### config.mk
export PLATFORM = sky130hd
export DESIGN_NAME = pheap_level_reader
export DESIGN_NICKNAME = d
export VERILOG_FILES = /design/src/rtl/pheap_level_reader.sv
export SDC_FILE = /design/constraint.sdc
export NUM_CORES = 1
export LEC_CHECK = 0
export ABC_AREA = 1
export CORE_ASPECT_RATIO = 2
export CORE_MARGIN = 5
export CORE_UTILIZATION = 42
export DETAILED_ROUTE_END_ITERATION = 8
export PLACE_DENSITY_LB_ADDON = 0.3
export SKIP_CTS_REPAIR_TIMING = 1
export SLEW_MARGIN = 5
export SYNTH_ARGS = -nofsm -noshare
export SYNTH_HDL_FRONTEND = slang
export SYNTH_SLANG_ARGS = --single-unit
### constraint.sdc
create_clock -name clk -period 6.7 [get_ports clk]
set_input_delay 1.34 -clock clk [delete_from_list [all_inputs] [get_ports clk]]
set_output_delay 1.34 -clock clk [all_outputs]
set_load 0.02 [all_outputs]
### src/rtl/pheap_level_reader.sv
`default_nettype none
// ============================================================================
//  Module      : pheap_level_reader
//  Description : Read-side sweeper for one pheap level RAM. Reads two slots
//                per cycle (even on port A, odd on port B), streams entries in
//                index order through a 4-deep FIFO with valid/ready, and
//                reports the minimum key and its slot index at sweep end.
//  Revision    : 1.0 - initial release
// ============================================================================
module pheap_level_reader #(
  parameter int RAMLEVEL = 2,
  parameter int ENTRY_W  = 32,
  parameter int KEY_LSB  = 16,
  parameter int KEY_W    = 16
) (
  input  logic                  clk,
  input  logic                  rst_n,
  input  logic                  start,
  output logic                  busy,
  output logic                  done,
  output logic                  we_a,
  output logic                  we_b,
  output logic [RAMLEVEL-2:0]   addr_a,
  output logic [RAMLEVEL-2:0]   addr_b,
  input  logic [ENTRY_W-1:0]    q_a,
  input  logic [ENTRY_W-1:0]    q_b,
  output logic                  out_valid,
  input  logic                  out_ready,
  output logic [RAMLEVEL-2:0]   out_idx,
  output logic [ENTRY_W-1:0]    out_entry,
  output logic                  out_last,
  output logic                  min_valid,
  output logic [KEY_W-1:0]      min_key,
  output logic [RAMLEVEL-2:0]   min_idx
);

  localparam int AW = RAMLEVEL - 1;
  localparam int N  = 1 << AW;
  localparam int NP = N / 2;

  localparam logic [1:0] S_IDLE  = 2'd0;
  localparam logic [1:0] S_READ  = 2'd1;
  localparam logic [1:0] S_DRAIN = 2'd2;

  logic [1:0]          r_state;
  logic [1:0]          w_next_state;

  logic [AW-1:0]       r_k;            // pair counter
  logic                r_pending;      // a pair was addressed last cycle
  logic [AW-1:0]       r_addr_a;       // last issued addresses (held when idle)
  logic [AW-1:0]       r_addr_b;
  logic                r_done;
  logic                r_min_valid;
  logic [AW-1:0]       r_head_idx;     // slot index of the FIFO head

  logic [ENTRY_W-1:0]  r_fifo [4];
  logic [1:0]          r_wr_ptr;
  logic [1:0]          r_rd_ptr;
  logic [2:0]          r_cnt;

  logic [KEY_W-1:0]    r_min_key;
  logic [AW-1:0]       r_min_idx;
  logic                r_min_seen;     // tracker holds at least one entry

  logic                w_start_accept;
  logic                w_can_issue;
  logic                w_issue;
  logic                w_finish;
  logic                w_last_pair;
  logic                w_pop;
  logic [AW-1:0]       w_addr_a_new;
  logic [AW-1:0]       w_addr_b_new;

  logic [KEY_W-1:0]    w_key_a;
  logic [KEY_W-1:0]    w_key_b;
  logic                w_b_wins;
  logic [KEY_W-1:0]    w_pair_key;
  logic [AW-1:0]       w_pair_idx;

  assign w_addr_a_new = r_k << 1;
  assign w_addr_b_new = (r_k << 1) | AW'(1);
  assign w_last_pair  = (r_k == AW'(NP - 1));

  // The FIFO plus in-flight reads must never exceed four entries.
  assign w_can_issue  = (({1'b0, r_cnt}) + {2'b00, r_pending, 1'b0}) <= 4'd2;

  assign out_valid    = (r_cnt != 3'd0);
  assign w_pop        = out_valid & out_ready;

  // State register
  always_ff @(posedge clk or negedge rst_n) begin
    if (!rst_n) begin
      r_state <= S_IDLE;
    end else begin
      r_state <= w_next_state;
    end
  end

  // Next-state logic
  always_comb begin
    w_next_state = r_state;
    case (r_state)
      S_IDLE: begin
        if (start) begin
          w_next_state = S_READ;
        end
      end
      S_READ: begin
        if (w_can_issue && w_last_pair) begin
          w_next_state = S_DRAIN;
        end
      end
      S_DRAIN: begin
        if (!r_pending && (r_cnt == 3'd0)) begin
          w_next_state = S_IDLE;
        end
      end
      default: w_next_state = S_IDLE;
    endcase
  end

  // FSM-derived control strobes
  always_comb begin
    w_start_accept = 1'b0;
    w_issue        = 1'b0;
    w_finish       = 1'b0;
    case (r_state)
      S_IDLE:  w_start_accept = start;
      S_READ:  w_issue        = w_can_issue;
      S_DRAIN: w_finish       = !r_pending && (r_cnt == 3'd0);
      default: ;
    endcase
  end

  // Addresses are presented in the issue cycle itself so data returns next cycle
  assign addr_a = w_issue ? w_addr_a_new : r_addr_a;
  assign addr_b = w_issue ? w_addr_b_new : r_addr_b;
  assign we_a   = 1'b0;
  assign we_b   = 1'b0;
  assign busy   = (r_state != S_IDLE);
  assign done   = r_done;

  // Sweep control: pair counter, pending flag, held addresses, done/min_valid
  always_ff @(posedge clk or negedge rst_n) begin
    if (!rst_n) begin
      r_k         <= '0;
      r_pending   <= 1'b0;
      r_addr_a    <= '0;
      r_addr_b    <= '0;
      r_done      <= 1'b0;
      r_min_valid <= 1'b0;
      r_head_idx  <= '0;
    end else begin
      r_done    <= w_finish;
      r_pending <= w_issue;
      if (w_start_accept) begin
        r_k         <= '0;
        r_min_valid <= 1'b0;
        r_head_idx  <= '0;
      end else begin
        if (w_issue) begin
          r_k      <= r_k + AW'(1);
          r_addr_a <= w_addr_a_new;
          r_addr_b <= w_addr_b_new;
        end
        if (w_finish) begin
          r_min_valid <= 1'b1;
        end
        if (w_pop) begin
          r_head_idx <= r_head_idx + AW'(1);
        end
      end
    end
  end

  // FIFO storage: both captured words land together, A before B
  always_ff @(posedge clk) begin
    if (r_pending) begin
      r_fifo[r_wr_ptr]          <= q_a;
      r_fifo[r_wr_ptr + 2'd1]   <= q_b;
    end
  end

  // FIFO pointers and occupancy; push and pop may coincide
  always_ff @(posedge clk or negedge rst_n) begin
    if (!rst_n) begin
      r_wr_ptr <= '0;
      r_rd_ptr <= '0;
      r_cnt    <= '0;
    end else begin
      if (r_pending) begin
        r_wr_ptr <= r_wr_ptr + 2'd2;
      end
      if (w_pop) begin
        r_rd_ptr <= r_rd_ptr + 2'd1;
      end
      r_cnt <= r_cnt + (r_pending ? 3'd2 : 3'd0) - (w_pop ? 3'd1 : 3'd0);
    end
  end

  assign out_entry = out_valid ? r_fifo[r_rd_ptr] : '0;
  assign out_idx   = r_head_idx;
  assign out_last  = out_valid && (r_head_idx == AW'(N - 1));

  // The captured pair's slots are still in the held address registers
  assign w_key_a    = q_a[KEY_LSB +: KEY_W];
  assign w_key_b    = q_b[KEY_LSB +: KEY_W];
  assign w_b_wins   = (w_key_b < w_key_a);
  assign w_pair_key = w_b_wins ? w_key_b  : w_key_a;
  assign w_pair_idx = w_b_wins ? r_addr_b : r_addr_a;

  // Running minimum over captured entries, lowest index wins ties
  always_ff @(posedge clk or negedge rst_n) begin
    if (!rst_n) begin
      r_min_key  <= '0;
      r_min_idx  <= '0;
      r_min_seen <= 1'b0;
    end else if (w_start_accept) begin
      r_min_seen <= 1'b0;
    end else if (r_pending) begin
      r_min_seen <= 1'b1;
      if (!r_min_seen || (w_pair_key < r_min_key)) begin
        r_min_key <= w_pair_key;
        r_min_idx <= w_pair_idx;
      end
    end
  end

  assign min_valid = r_min_valid;
  assign min_key   = r_min_key;
  assign min_idx   = r_min_idx;

endmodule
`default_nettype wire

==> results.md <==
- Final setup vio count: 0
- Core area: 17100 sq um
- Final WS setup: 2.02 ns
- Register area share after synthesis: 64.4%
- Hold Path Stages: 2
- Routed Wire Length: 16900 um
- Vias/cell: 5.06
- EDFF count, synth: 128
- Largest net degree at the start of global routing: 66
- Deepest clock path buffer count: 2
- Initial antenna violation count: 1
- Crit path capture type: flop
- Via Count: 5250
- IO Count: 127
- H-tree Lvls: 4
- Setup TNS: 0 ns
- Least-Margin Pin Slew: 0.957 ns
- Number of iterations in the first detailed-routing pass: 5
- Worst vdd ir: 0.320 mV
- Crit-path max FO: 33
- Total track usage: 17.3%
- R2r setup slk: 4.44 ns
- Pre-CTS WS: 1.60 ns
- Post-Synthesis Cells: 695
- FF+latch count, synth: 161
- Final Max Tran Viols: 0
- RSZ-0062 raised after global routing: no
- Share of the synthesized area in the top cell type: 53.0%
- Avg Cell Area, Syn: 10.4 sq um
- Die Wd: 103 um
- Area after DPL: 8690 sq um
- Initial Util: 42.4%
- Final Critical Period: 4.68 ns
- Grt met3 use: 4.20%
- Post-synth ARST share: 20.5%
- Clock latency on the worst-skew pair: 0.43 ns
- Slew HR: 36.1%
- Filler cells: 1473
- Clock Root Buffer: clkbuf_16
- Distinct cells, synth: 28
- First-pass GRT wire length: 26900 um
- DP HPWL: 11400 um
- Setup CP Type: input port to flop
- Design area: 9280 sq um
- Number of DRC markers in iteration 0: 227
- Synth cell count leaders: 162 x nor2_1, 128 x edfxtp_1, 78 x nand2_1, 69 x o21ai_0
- Yosys top cell by area: edfxtp_1
- Final Skew: 0.00965 ns
- Ranking of synthesized cells by area: edfxtp_1 53%, dfrtp_1 11%, nor2_1 8.4%
- Most common flop cell mapped by yosys: edfxtp_1
- Area of the multi-input gates: 2250 sq um
- Top achievable clock speed: 214 MHz
- Synth Warn #: 0
- Max cap viols: 0
- Cts bufs inserted: 17
- Cell count after placement: 1005
- Final nets: 916
- Period utilization: 69.8%
- Synthesized cell area: 7260 sq um
- Power per cell area: 471 nW/um^2
- Final ANT Viol Nets: 0
- Fin Hold WS: 0.485 ns
- Leak Pwr: 3.70 nW
- Worst EP required: 7.01 ns
- Layout cell share with drive strength beyond 1: 5.93%
- Grt met2 use: 29.6%
- Top Usage Layer GRT: met2
- WP data arrival: 4.99 ns
- Status: finished, final reports clean
- GR Util met1: 21.6%
- Critical path launch point type: input port
- DIE AREA: 20200 sq um
- IO Port Bufs: 124
- DRC: 0
- Synthesis-to-layout area growth: 27.9%
- Chip Height: 196 um
- Most frequent cell after synthesis: nor2_1
- CTS sink count: 161
- GR Overflow Total: 0
- Rows: 68
- R2r worst-path depth: 3
- Hold violation count in the final report: 0
- HP Class: flop to flop
- Vias in the first global route: 5346
- Clock transition at path regs: 0.07 ns
- CTS tree: yes
- Post-Layout Cell Count: 1038
- Routed len/inst: 16.2 um
- GP Congestion: 0.872
- Register area: 4670 sq um
placed cells by master (no fill, tap or decap), types with 2 or more instances in the layout:
master	synthesis	final
clkbuf_16	0	19
inv_2	0	2
edfxtp_1	128	128
inv_6	0	3
nand4_1	3	3
dfrtp_1	33	32
nor3_2	1	2
xnor2_1	2	2
ha_1	34	34
conb_1	1	2
xor2_1	2	2
o21ai_0	69	69
clkdlybuf4s50_1	0	124
buf_4	3	7
clkinv_4	0	2
clkbuf_8	0	2
nand3_1	23	23
inv_4	0	4
a21oi_1	58	58
nor2_1	162	161
nand2_4	2	2
inv_1	58	56
nand2_1	78	78
flip-flops by register name, indices dropped and copies added, names as in the netlist:
signal / count
r_cnt: 3
done: 1
r_wr_ptr: 1
out_idx: 1
r_min_seen: 1
r_pending: 1
r_addr_b: 1
min_valid: 1
min_key: 16
r_k: 1
min_idx: 1
r_rd_ptr: 2
r_addr_a: 1
r_fifo: 128
r_state: 2
per-layer routing:
layer	part of all wire [%]	vias to the layer above
met5	0	-
met4	1.5	0
met3	6.7	18
met2	51	153
met1	41	2492
li1	-	2587
power by group:
group / internal [mW] / switching [mW]
sequential: 1.36 / 0.110
combinational: 0.773 / 1.19
clock: 0.545 / 0.399
total: 2.68 / 1.70
worst paths after layout:
kind | end | startpoint
max in group asynchronous | r_rd_ptr[0]$_DFFE_PN0P_ | rst_n
worst min-delay path | min_valid$_DFFE_PN0P_ | min_valid$_DFFE_PN0P_
worst max-delay path | min_key[10]$_DFFE_PN0P_ | q_a[25]
worst min register to register | min_valid$_DFFE_PN0P_ | min_valid$_DFFE_PN0P_
worst max register to register | r_fifo[1][23]$_DFFE_PP_ | r_pending$_DFF_PN0_
min in group asynchronous | min_key[12]$_DFFE_PN0P_ | rst_n
metrics by stage:
step | util, % | total power [mW]
floorplan | - | 2.66
global placement | 50.8 | 3.43
detailed placement | 50.8 | 3.48
CTS | 54.3 | 4.43
global route | 54.3 | 4.68
finish | 54.3 | 4.38
worst max-delay path, stage by stage:
cell	delay, ns
clkdlybuf4s50_1	0.51
inv_1	0.08
ha_1	0.31
nand2_1	0.06
inv_1	0.03
o21ai_1	0.10
a21oi_1	0.07
nor2_1	0.16
nand2_2	0.34
a21oi_1	0.50
ha_1	0.34
nand2_1	0.10
nor2_1	0.05
a211oi_1	0.18
nand2_1	0.09
nand2_1	0.06
nand2_1	0.08
nand2_4	0.20
nand2_4	0.17
nand2_1	0.13
nand2_1	0.06
kinds of logic after synthesis:
group	share of synthesized area (%)
other	0.0517
adder cells (fa/ha/maj)	5.86
AO/OA/AOI/OAI	9.47
buffers and inverters	4.91
XOR/XNOR	0.483
flip-flops	64.4
AND/OR/NAND/NOR	14.9
cell type report:
cell class | count | area share, %
diodes | 1 | 0.0270
clock buffers | 21 | 5.42
clock inverters | 11 | 0.917
inverters | 58 | 2.35
multi-input cells | 445 | 24.2
flip-flops and latches | 161 | 50.3
well taps | 210 | 2.83
repair buffers | 131 | 13.9
(Power assumes the default switching activity.)
